## config.mk

```make
export PLATFORM = sky130hd
export DESIGN_NAME = ascii_ps2_seq
export DESIGN_NICKNAME = d
export VERILOG_FILES = /design/src/rtl/ps2_codes_pkg.sv /design/src/rtl/ascii2ps2_lut.sv /design/src/rtl/ascii_ps2_seq.sv
export SDC_FILE = /design/constraint.sdc
export NUM_CORES = 1
export LEC_CHECK = 0
export ABC_AREA = 1
export CAP_MARGIN = 15
export CORE_ASPECT_RATIO = 1.75
export CORE_MARGIN = 2
export CORE_UTILIZATION = 55
export DETAILED_ROUTE_END_ITERATION = 8
export PLACE_DENSITY = 0.75
export SYNTH_ARGS = -nofsm -noshare
export SYNTH_HDL_FRONTEND = slang
export SYNTH_SLANG_ARGS = --single-unit
```

## constraint.sdc

```tcl
create_clock -name clk -period 3.77 [get_ports clk]
set_input_delay 0.5655 -clock clk [delete_from_list [all_inputs] [get_ports clk]]
set_output_delay 0.5655 -clock clk [all_outputs]
set_load 0.02 [all_outputs]
```

## src/rtl/ps2_codes_pkg.sv

```systemverilog
// rtl/ps2_codes_pkg.sv - PS/2 Set-2 byte constants, sequencer state type and sequencing helpers
//
// Purpose : shared definitions for the ASCII -> PS/2 make/break sequencer.
// Contents: PS2_EXT / PS2_BRK / PS2_LSHIFT prefix bytes, state_t enum,
//           seq_next() (state after a byte handshake) and seq_byte()
//           (byte presented while in a given state).
// Config  : ASCII_PS2_GAP_EN adds the GAP state to state_t.
package ps2_codes_pkg;

    localparam logic [7:0] PS2_EXT    = 8'hE0;
    localparam logic [7:0] PS2_BRK    = 8'hF0;
    localparam logic [7:0] PS2_LSHIFT = 8'h12;

    typedef enum logic [3:0] {
        IDLE,
        SH_MK,
        EX_MK,
        CD_MK,
        EX_BK,
        F0_BK,
        CD_BK,
        F0_SH,
        SH_BK
`ifdef ASCII_PS2_GAP_EN
        , GAP
`endif
    } state_t;

    // Byte-carrying state that follows s once its byte is taken.
    // From IDLE this yields the first state of the sequence.
    function automatic state_t seq_next(input state_t s, input logic sh, input logic ex);
        case (s)
            IDLE:    seq_next = ex ? EX_MK : (sh ? SH_MK : CD_MK);
            SH_MK:   seq_next = CD_MK;
            EX_MK:   seq_next = CD_MK;
            CD_MK:   seq_next = ex ? EX_BK : F0_BK;
            EX_BK:   seq_next = F0_BK;
            F0_BK:   seq_next = CD_BK;
            CD_BK:   seq_next = sh ? F0_SH : IDLE;
            F0_SH:   seq_next = SH_BK;
            default: seq_next = IDLE;
        endcase
    endfunction

    function automatic logic [7:0] seq_byte(input state_t s, input logic [7:0] code);
        case (s)
            SH_MK, SH_BK: seq_byte = PS2_LSHIFT;
            EX_MK, EX_BK: seq_byte = PS2_EXT;
            F0_BK, F0_SH: seq_byte = PS2_BRK;
            CD_MK, CD_BK: seq_byte = code;
            default:      seq_byte = 8'h00;
        endcase
    endfunction

endpackage

```

## src/rtl/ascii2ps2_lut.sv

```systemverilog
// rtl/ascii2ps2_lut.sv - combinational ASCII/extended character to PS/2 Set-2 key code table
//
// Purpose: maps one character to the key's Set-2 code plus shift/extended flags.
// Ports  : ascii     in  8  character code
//          code      out 8  Set-2 key code (0 when no mapping)
//          shift_req out 1  key needs left shift held
//          ext_req   out 1  key uses the E0 extended prefix
//          hit       out 1  character has a mapping
module ascii2ps2_lut (
    input  logic [7:0] ascii,
    output logic [7:0] code,
    output logic       shift_req,
    output logic       ext_req,
    output logic       hit
);

    function automatic logic [7:0] letter_code(input logic [7:0] c);
        case (c)
            8'h61: letter_code = 8'h1C; 8'h62: letter_code = 8'h32; 8'h63: letter_code = 8'h21;
            8'h64: letter_code = 8'h23; 8'h65: letter_code = 8'h24; 8'h66: letter_code = 8'h2B;
            8'h67: letter_code = 8'h34; 8'h68: letter_code = 8'h33; 8'h69: letter_code = 8'h43;
            8'h6A: letter_code = 8'h3B; 8'h6B: letter_code = 8'h42; 8'h6C: letter_code = 8'h4B;
            8'h6D: letter_code = 8'h3A; 8'h6E: letter_code = 8'h31; 8'h6F: letter_code = 8'h44;
            8'h70: letter_code = 8'h4D; 8'h71: letter_code = 8'h15; 8'h72: letter_code = 8'h2D;
            8'h73: letter_code = 8'h1B; 8'h74: letter_code = 8'h2C; 8'h75: letter_code = 8'h3C;
            8'h76: letter_code = 8'h2A; 8'h77: letter_code = 8'h1D; 8'h78: letter_code = 8'h22;
            8'h79: letter_code = 8'h35; 8'h7A: letter_code = 8'h1A;
            default: letter_code = 8'h00;
        endcase
    endfunction

    always_comb begin
        code      = 8'h00;
        shift_req = 1'b0;
        ext_req   = 1'b0;
        hit       = 1'b1;
        if (ascii >= 8'h61 && ascii <= 8'h7A) begin
            code = letter_code(ascii);
        end else if (ascii >= 8'h41 && ascii <= 8'h5A) begin
            // Upper case shares the key of its lower-case letter.
            code      = letter_code(ascii | 8'h20);
            shift_req = 1'b1;
        end else begin
            case (ascii)
                8'h30: code = 8'h45; 8'h31: code = 8'h16; 8'h32: code = 8'h1E; 8'h33: code = 8'h26;
                8'h34: code = 8'h25; 8'h35: code = 8'h2E; 8'h36: code = 8'h36; 8'h37: code = 8'h3D;
                8'h38: code = 8'h3E; 8'h39: code = 8'h46;
                8'h29: {shift_req, code} = {1'b1, 8'h45}; 8'h21: {shift_req, code} = {1'b1, 8'h16};
                8'h40: {shift_req, code} = {1'b1, 8'h1E}; 8'h23: {shift_req, code} = {1'b1, 8'h26};
                8'h24: {shift_req, code} = {1'b1, 8'h25}; 8'h25: {shift_req, code} = {1'b1, 8'h2E};
                8'h5E: {shift_req, code} = {1'b1, 8'h36}; 8'h26: {shift_req, code} = {1'b1, 8'h3D};
                8'h2A: {shift_req, code} = {1'b1, 8'h3E}; 8'h28: {shift_req, code} = {1'b1, 8'h46};
                8'h7E: {shift_req, code} = {1'b1, 8'h0E}; 8'h5F: {shift_req, code} = {1'b1, 8'h4E};
                8'h2B: {shift_req, code} = {1'b1, 8'h55}; 8'h7C: {shift_req, code} = {1'b1, 8'h5D};
                8'h3A: {shift_req, code} = {1'b1, 8'h4C}; 8'h22: {shift_req, code} = {1'b1, 8'h52};
                8'h7B: {shift_req, code} = {1'b1, 8'h54}; 8'h7D: {shift_req, code} = {1'b1, 8'h5B};
                8'h3C: {shift_req, code} = {1'b1, 8'h41}; 8'h3E: {shift_req, code} = {1'b1, 8'h49};
                8'h3F: {shift_req, code} = {1'b1, 8'h4A};
                8'h60: code = 8'h0E; 8'h2D: code = 8'h4E; 8'h3D: code = 8'h55; 8'h5C: code = 8'h5D;
                8'h3B: code = 8'h4C; 8'h27: code = 8'h52; 8'h5B: code = 8'h54; 8'h5D: code = 8'h5B;
                8'h2C: code = 8'h41; 8'h2E: code = 8'h49; 8'h2F: code = 8'h4A;
                8'h0A: code = 8'h5A; 8'h08: code = 8'h66; 8'h20: code = 8'h29; 8'h09: code = 8'h0D;
                8'h1B: code = 8'h76;
                8'h80: code = 8'h05; 8'h81: code = 8'h06; 8'h82: code = 8'h04; 8'h83: code = 8'h0C;
                8'h84: code = 8'h03; 8'h85: code = 8'h0B; 8'h86: code = 8'h83; 8'h87: code = 8'h0A;
                8'h88: code = 8'h01; 8'h89: code = 8'h09; 8'h8A: code = 8'h78; 8'h8B: code = 8'h07;
                8'h18: {ext_req, code} = {1'b1, 8'h75}; 8'h19: {ext_req, code} = {1'b1, 8'h72};
                8'h1A: {ext_req, code} = {1'b1, 8'h74}; 8'h7F: {ext_req, code} = {1'b1, 8'h71};
                8'h0B: {ext_req, code} = {1'b1, 8'h70}; 8'h1E: {ext_req, code} = {1'b1, 8'h7D};
                8'h1F: {ext_req, code} = {1'b1, 8'h7A}; 8'h11: {ext_req, code} = {1'b1, 8'h6C};
                8'h10: {ext_req, code} = {1'b1, 8'h69};
                default: hit = 1'b0;
            endcase
        end
    end

endmodule

```

## src/rtl/ascii_ps2_seq.sv

```systemverilog
// rtl/ascii_ps2_seq.sv - ASCII character to PS/2 Set-2 make/break byte sequencer
//
// Purpose: accepts one character per handshake and emits the full make/break
//          byte sequence for that key, one byte per handshake.
// Ports  : clk, rst_n (async active-low)
//          ascii_valid/ascii_data/ascii_ready  character input handshake
//          ps2_valid/ps2_data/ps2_ready        scan byte output handshake
//          busy      sequence in progress
//          unmapped  one-cycle pulse when an accepted character has no key
// Config : ASCII_PS2_GAP_EN inserts GAP_CYCLES idle cycles between bytes.
module ascii_ps2_seq
    import ps2_codes_pkg::*;
#(
    parameter int GAP_CYCLES = 16
) (
    input  logic       clk,
    input  logic       rst_n,
    input  logic       ascii_valid,
    input  logic [7:0] ascii_data,
    output logic       ascii_ready,
    output logic       ps2_valid,
    output logic [7:0] ps2_data,
    input  logic       ps2_ready,
    output logic       busy,
    output logic       unmapped
);

    state_t     state;
    state_t     adv_state;
    logic [7:0] char_q;
    logic [7:0] lut_in;
    logic [7:0] code;
    logic       shift_req;
    logic       ext_req;
    logic       hit;
    logic       accept;
    logic       byte_done;

`ifdef ASCII_PS2_GAP_EN
    state_t     pend_state;
    logic [7:0] gap_cnt;
`endif

    // In IDLE the table looks at the incoming character so the first byte can
    // be registered on the accept edge; afterwards it looks at the latch.
    assign lut_in    = (state == IDLE) ? ascii_data : char_q;
    assign accept    = ascii_valid && ascii_ready;
    assign byte_done = ps2_valid && ps2_ready;
    assign adv_state = seq_next(state, shift_req, ext_req);

    ascii2ps2_lut u_lut (
        .ascii     (lut_in),
        .code      (code),
        .shift_req (shift_req),
        .ext_req   (ext_req),
        .hit       (hit)
    );

    always_ff @(posedge clk or negedge rst_n) begin
        if (!rst_n) begin
            state       <= IDLE;
            char_q      <= 8'h00;
            ascii_ready <= 1'b1;
            ps2_valid   <= 1'b0;
            ps2_data    <= 8'h00;
            busy        <= 1'b0;
            unmapped    <= 1'b0;
`ifdef ASCII_PS2_GAP_EN
            pend_state  <= IDLE;
            gap_cnt     <= 8'h00;
`endif
        end else begin
            unmapped <= 1'b0;
            case (state)
                IDLE: begin
                    if (accept) begin
                        char_q <= ascii_data;
                        if (hit) begin
                            state       <= adv_state;
                            ps2_valid   <= 1'b1;
                            ps2_data    <= seq_byte(adv_state, code);
                            busy        <= 1'b1;
                            ascii_ready <= 1'b0;
                        end else begin
                            unmapped <= 1'b1;
                        end
                    end
                end
`ifdef ASCII_PS2_GAP_EN
                GAP: begin
                    if (gap_cnt == 8'd1) begin
                        state     <= pend_state;
                        ps2_valid <= 1'b1;
                        ps2_data  <= seq_byte(pend_state, code);
                    end else begin
                        gap_cnt <= gap_cnt - 8'd1;
                    end
                end
`endif
                default: begin
                    if (byte_done) begin
                        if (adv_state == IDLE) begin
                            state       <= IDLE;
                            ps2_valid   <= 1'b0;
                            ps2_data    <= 8'h00;
                            busy        <= 1'b0;
                            ascii_ready <= 1'b1;
                        end else begin
`ifdef ASCII_PS2_GAP_EN
                            state      <= GAP;
                            pend_state <= adv_state;
                            gap_cnt    <= 8'(GAP_CYCLES);
                            ps2_valid  <= 1'b0;
`else
                            state    <= adv_state;
                            ps2_data <= seq_byte(adv_state, code);
`endif
                        end
                    end
                end
            endcase
        end
    end

endmodule

```

==> flow_summary.ini, run 1 <==
[yosys]
synth_top_area_share_pct = 19.7
synth_top_cell_by_area = nand2_1
synthCells = 535
synth_fp_nets = 554
synthDistinctLibCells = 39
syn_area_um2 = 3290
syn_avg_cell_area_um2 = 6.16
ys_seq_area_share_pct = 17.5
ys_ff_latch = 23
yosys_warnings = 0
yosys-top-cells-area = nand2_1, dfrtp_1, nand2_4

[power]
irDropWorstVdd_mv = 0.0982
combPwrFrac_pct = 4.6
clock_power_share_pct = 37.6
p_sw_uw = 95.7
p_leak_uw = 0.00196
internal-power_uw = 331
powerDensity_nw_per_um2 = 117
switching_share_pct = 22.4
seq_power_share_pct = 57.7

[cells_and_area]
final_common_cell = nand2_1
final_util_pct = 62.4
nFillCells = 622
final_cell_mix = nand2_1, inv_1, nor2_1, nand3_1, clkdlybuf4s50_1
syn_to_final_growth_pct = 10.5
fin_nets = 580
diodes = 0
drive_gt1_share_pct = 18.2
register_area_um2 = 577
multi_input_area_um2 = 2400

[route]
viasPerCell = 5.97
vias = 3810
routedWlPerCell_um = 17.9
drc = 0
drt_iter0_drc = 322
routed_wl_mm = 11.4
first_pass_iters = 5
ant_nets = 0

[clock_network]
clock_latency_ns = 0.28
cts_buffers = 3
root_buffer = clkbuf_8
clk_path_buf_depth = 2
cts_sinks = 23
cts_tree = yes
clk_pin_slew_worst_paths_ns = 0.08
h-tree-depth = 1
postCtsHoldBufs = 0

[setup_path]
cp-end-kind = register
rr_worst_depth = 20
startpoint = state[0]$_DFFE_PN0P_
cp_cell_sequence = nor2_4 > nand2_4 > nand2_1 > o21ai_1 > inv_1 > ha_1 > inv_1 > nor2_2 > inv_1 > nor2_1 > nor2_2 > nand2_1 > nor2_2 > nand3_1 > nor2_4 > nand4_4 > nand2_4 > nand2_4 > nand2_1 > o21ai_1
startpoint_type = register
cp_max_fo = 18
crit_family = simple AND/OR/NAND/NOR gates
worstPathRequired_ns = 3.98
critPathSlowestCell = dfrtp_1
crit_type = reg -> reg
path_buf_inv = 3
cp_data_arrival_time_ns = 3.69
critPathCapture = ascii_ready$_DFFE_PN1P_
rr_endpoint = ascii_ready$_DFFE_PN1P_
path_depth = 20
r2r_slack_ns = 0.29
r2r_start = state[0]$_DFFE_PN0P_
slowest_delay_ns = 0.46

[die]
initial_utilization_pct = 56.5
fp-row-count = 37
die_w_um = 62.5
ios = 24
dieArea_um2 = 6650
die-height_um = 106
coreArea_um2 = 5830

[placed_design]
io_buffers = 23
hpwl_mm = 9.20
gp_congestion = 1.16

[run]
maxCapViolCount = 0

[sta]
worstMarginPinSlew_ns = 1.01
maxSlewHeadroom_pct = 32.3
rsz0062_at_grt = no
setup_viol = 0
final.setup.tns_ns = 0
slew_violations = 0
period_minus_slack_ns = 3.48
skew_ns = 0.00248
fmax_mhz = 287
min_period_over_period_pct = 92.3
final_hold_viol_count = 0

[global_routing]
grt_pass1_vias = 3762
grt_max_degree = 24
overflow = 0
grt_pass1_wl_mm = 18.6
track_usage_pct = 35.6
antenna_found_initial = 0

[worst_hold_path]
hp-class = reg -> reg

[outcome]
status = finished clean
## flip-flops by register name, summed over array words and instances, names as in the netlist
register	flops
ascii_ready	1
busy	1
char_q	8
ps2_data	8
state	4
unmapped	1
## cells in the mapped netlist
library cell / n
nor2_2: 16
and2_1: 3
nor3_1: 10
a21boi_0: 1
o31ai_1: 2
clkbuf_1: 2
o21ai_0: 20
dfstp_2: 1
o211ai_1: 2
buf_6: 6
nand4_4: 1
a22o_1: 1
nand4_1: 14
a31oi_1: 2
o22ai_1: 1
buf_4: 2
nand3_1: 40
ha_1: 7
o221ai_1: 2
a21oi_1: 13
a22oi_1: 2
nor2_4: 10
nand3b_1: 3
o2111ai_1: 1
a21oi_2: 5
o21ai_2: 3
nand2_2: 14
a2111oi_0: 1
nand2_4: 22
o21ai_1: 8
or2_2: 1
dfrtp_1: 22
inv_1: 55
nor3_2: 1
inv_2: 5
nor4_1: 4
nand2_1: 173
nand3_2: 10
nor2_1: 49
## metrics by stage
step	total power (µW)	std cells	hold slack (ns)	setup WS, ns	area [µm²]
after floorplan	253	535	0.270	0.528	3290
after global placement	271	634	0.465	0.153	3590
after detailed placement	271	634	0.477	0.0876	3590
after CTS	428	638	0.497	0.297	3640
after global routing	438	638	0.544	0.0363	3640
final	427	638	0.494	0.291	3640
## cells by family (layout without fill, tap and decap cells)
group	after synthesis	count (layout)	share of synthesized area [%]
adder cells (fa/ha/maj)	7	7	2.66
buffers and inverters	70	95	9.57
flip-flops	23	23	17.5
AND/OR/NAND/NOR	371	371	58.4
AO/OA/AOI/OAI	64	64	11.9
## power groups by stage
stage | Combinational, µW | Clock (µW) | Sequential, µW
after global placement | 19.5 | 0 | 251
after CTS | 20.0 | 161 | 246
final | 19.8 | 161 | 246
after detailed placement | 19.9 | 0 | 251
after global routing | 22.0 | 169 | 247
after floorplan | 1.65 | 0 | 251
## timing repair
action / CTS / global route
resized for setup: 0 / 1
buffers inserted: 0 / 0
endpoints found under the setup margin: 0 / 6
hold endpoints to repair: 0 / 0
## final cells by class
type | instances | share of cell area [%]
multi-input cells | 442 | 66.0
flip-flops and latches | 23 | 15.8
repair buffers | 31 | 7.98
inverters | 60 | 6.19
well taps | 78 | 2.68
clock buffers | 3 | 1.13
clock inverters | 1 | 0.138
## tightest hold or removal path, stage by stage, from the launching register on
cell     delay [ns]
dfrtp_1        0.35
nand2_1        0.05
o21ai_0        0.06
## how the worst min path moves through the flow
stage	end	cells past startpoint	startpoint	slack, ns
floorplan	busy$_DFFE_PN0P_	0	rst_n	0.27
global placement	char_q[1]$_DFFE_PN0P_	2	char_q[1]$_DFFE_PN0P_	0.47
detailed placement	char_q[7]$_DFFE_PN0P_	2	char_q[7]$_DFFE_PN0P_	0.48
CTS	char_q[7]$_DFFE_PN0P_	2	char_q[7]$_DFFE_PN0P_	0.50
global route	char_q[7]$_DFFE_PN0P_	2	char_q[7]$_DFFE_PN0P_	0.54
finish	char_q[7]$_DFFE_PN0P_	2	char_q[7]$_DFFE_PN0P_	0.49
## layer usage
layer | GRT usage [%] | routed length (µm)
met5 | 0 | 0
met4 | 30.2 | 1110
met3 | 4.34 | 617
met2 | 64.3 | 5770
met1 | 35.5 | 3950
(Power assumes the default switching activity.)
==> inputs of run 2 (changes only) <==
--- a/config.mk
+++ b/config.mk
@@ -7,7 +7,6 @@
 export LEC_CHECK = 0
 export ABC_AREA = 1
 export CAP_MARGIN = 15
-export CORE_ASPECT_RATIO = 1.75
 export CORE_MARGIN = 2
 export CORE_UTILIZATION = 55
 export DETAILED_ROUTE_END_ITERATION = 8
==> run 2 against run 1 <==
Effect of this change: routed wire length down 14%; clock skew up 0.0045 ns; highest routed layer unchanged; via count down 3.5%; clock power hardly changed; critical path type unchanged; total power up 0.28%; utilization shrank 0.17 points.
==> flow_summary.ini, run 2 (synthesis gave the netlist of run 1 again) <==
[global_routing]
grt_busiest_layer = met2
overflow = 0
use_met1_pct = 43.4
grtUsageMet2_pct = 50.1
track_usage_pct = 31.3
met3_usage_pct = 5.22
antenna_found_initial = 0
grt_pass1_wl_mm = 16.0
grt_pass1_vias = 3319
grt_max_degree = 24

[sta]
worstMarginPinSlew_ns = 0.721
rsz0062_at_grt = no
maxSlewHeadroom_pct = 50.7
period_minus_slack_ns = 3.38
final.setup.tns_ns = 0
setup_viol = 0
final_hold_viol_count = 0
slew_violations = 0
min_period_over_period_pct = 89.6
skew_ns = 0.00698
fmax_mhz = 296

[power]
switching_share_pct = 22.4
internal-power_uw = 332
seq_power_share_pct = 57.6
irDropWorstVdd_mv = 0.104
p_leak_uw = 0.00196
total_power_uw = 428
clock_power_share_pct = 37.5
p_sw_uw = 95.9
combPwrFrac_pct = 4.9
powerDensity_nw_per_um2 = 118

[placed_design]
place_area_um2 = 3580
io_buffers = 23
hpwl_mm = 7.98
dp.cells = 630
gp_congestion = 0.977

[worst_hold_path]
worstHoldPathCells = 2
hold_end = char_q[1]$_DFFE_PN0P_
hp-class = reg -> reg
min_from = char_q[1]$_DFFE_PN0P_

[clock_network]
root_buffer = clkbuf_8
clk_path_buf_depth = 2
cts_tree = yes
cts_buffers = 3
postCtsHoldBufs = 0
cts_setup_buffers = 0
h-tree-depth = 1
clk_pin_slew_worst_paths_ns = 0.09
clock_latency_ns = 0.27
cts_resized = 0
cts_sinks = 23

[cells_and_area]
syn_to_final_growth_pct = 10.6
postLayoutCellArea_um2 = 3640
final_common_cell = nand2_1
nFillCells = 552
drive_gt1_share_pct = 18.0
reg.largest.list = char_q: 8 flops, ps2_data: 8 flops, state: 4 flops
register_area_um2 = 577
fin_nets = 580
final_cell_mix = nand2_1, inv_1, nor2_1, nand3_1, clkdlybuf4s50_1
multi_input_area_um2 = 2400
diodes = 0
final_cells = 635

[route]
routed_wl_mm = 9.85
drc = 0
ant_nets = 0
viasPerCell = 5.79
first_pass_iters = 5
drt_iter0_drc = 451
routedWlPerCell_um = 15.5
vias = 3677

[outcome]
status = finished clean

[setup_path]
cp_data_arrival_time_ns = 3.54
rr_worst_depth = 21
cp-end-kind = register
r2r_start = state[0]$_DFFE_PN0P_
cp_max_fo = 14
rr_endpoint = ps2_data[4]$_DFFE_PN0P_
startpoint_type = register
crit_type = reg -> reg
worstPathRequired_ns = 3.93
r2r_slack_ns = 0.39

[die]
ios = 24
initial_utilization_pct = 56.3
die-height_um = 81.4
coreArea_um2 = 5850
dieArea_um2 = 6620
fp-row-count = 28
die_w_um = 81.4

[run]
maxCapViolCount = 0
run 2: changes by cell type in the layout (fill, tap and decap cells not counted):
cell / before / now
buf_4: 8 / 7
buf_8: 0 / 1
nor2_1: 48 / 49
nor2_2: 17 / 16
run 2: how the worst max path moves through the flow:
stage,startpoint,endpoint,slack (ns),cells after the start
finish,state[0]$_DFFE_PN0P_,ps2_data[4]$_DFFE_PN0P_,0.39,21
CTS,ascii_data[0],ps2_data[4]$_DFFE_PN0P_,0.46,18
floorplan,state[0]$_DFFE_PN0P_,ps2_data[7]$_DFFE_PN0P_,0.53,21
detailed placement,ascii_data[0],ps2_data[4]$_DFFE_PN0P_,0.18,18
global placement,ascii_data[0],ps2_data[4]$_DFFE_PN0P_,0.22,18
global route,state[1]$_DFFE_PN0P_,ps2_data[4]$_DFFE_PN0P_,0.09,23
run 2: power groups by stage:
stage	registers (µW)	clock network (µW)	logic, µW
global placement	251	0	19.2
global route	247	178	23.8
detailed placement	251	0	19.7
CTS	247	166	19.8
finish	247	161	21.2
floorplan	251	0	1.65
run 2: critical path: stages, from the launching register on:
cell and delay, ns:
dfrtp_1 0.45, nor2_4 0.16, nand2_4 0.09, buf_4 0.21, nand2_1 0.11, nand2_2 0.14
inv_1 0.08, ha_1 0.16, inv_1 0.09, nor2_1 0.41, nand2_1 0.21, and2_1 0.21
nand3_1 0.09, nor2_1 0.05, nor2_1 0.11, nand3_1 0.19, nand2_1 0.12, nand2_1 0.07
a21oi_1 0.13, nand2_1 0.06, nand2_1 0.06, nand2_1 0.05
run 2: routing by layer:
| layer | vias to the layer above | wire length [µm] |
|---|---|---|
| met2 | 195 | 4380 |
| met3 | 27 | 751 |
| li1 | 1785 | - |
| met5 | - | 0 |
| met1 | 1670 | 4490 |
| met4 | 0 | 233 |
run 2: area by class of cell:
class | count | share of cell area [%]
clock buffers | 3 | 1.13
clock inverters | 1 | 0.137
inverters | 60 | 6.19
multi-input cells | 442 | 65.9
flip-flops and latches | 23 | 15.8
well taps | 75 | 2.58
repair buffers | 31 | 8.18
run 2: metrics by stage:
stage	worst slack, ns	hold slack (ns)	utilization, %
after floorplan	0.528	0.270	-
after global placement	0.215	0.463	61.2
after detailed placement	0.176	0.470	61.2
after CTS	0.460	0.493	62.0
after global routing	0.0851	0.520	62.2
final	0.391	0.493	62.2
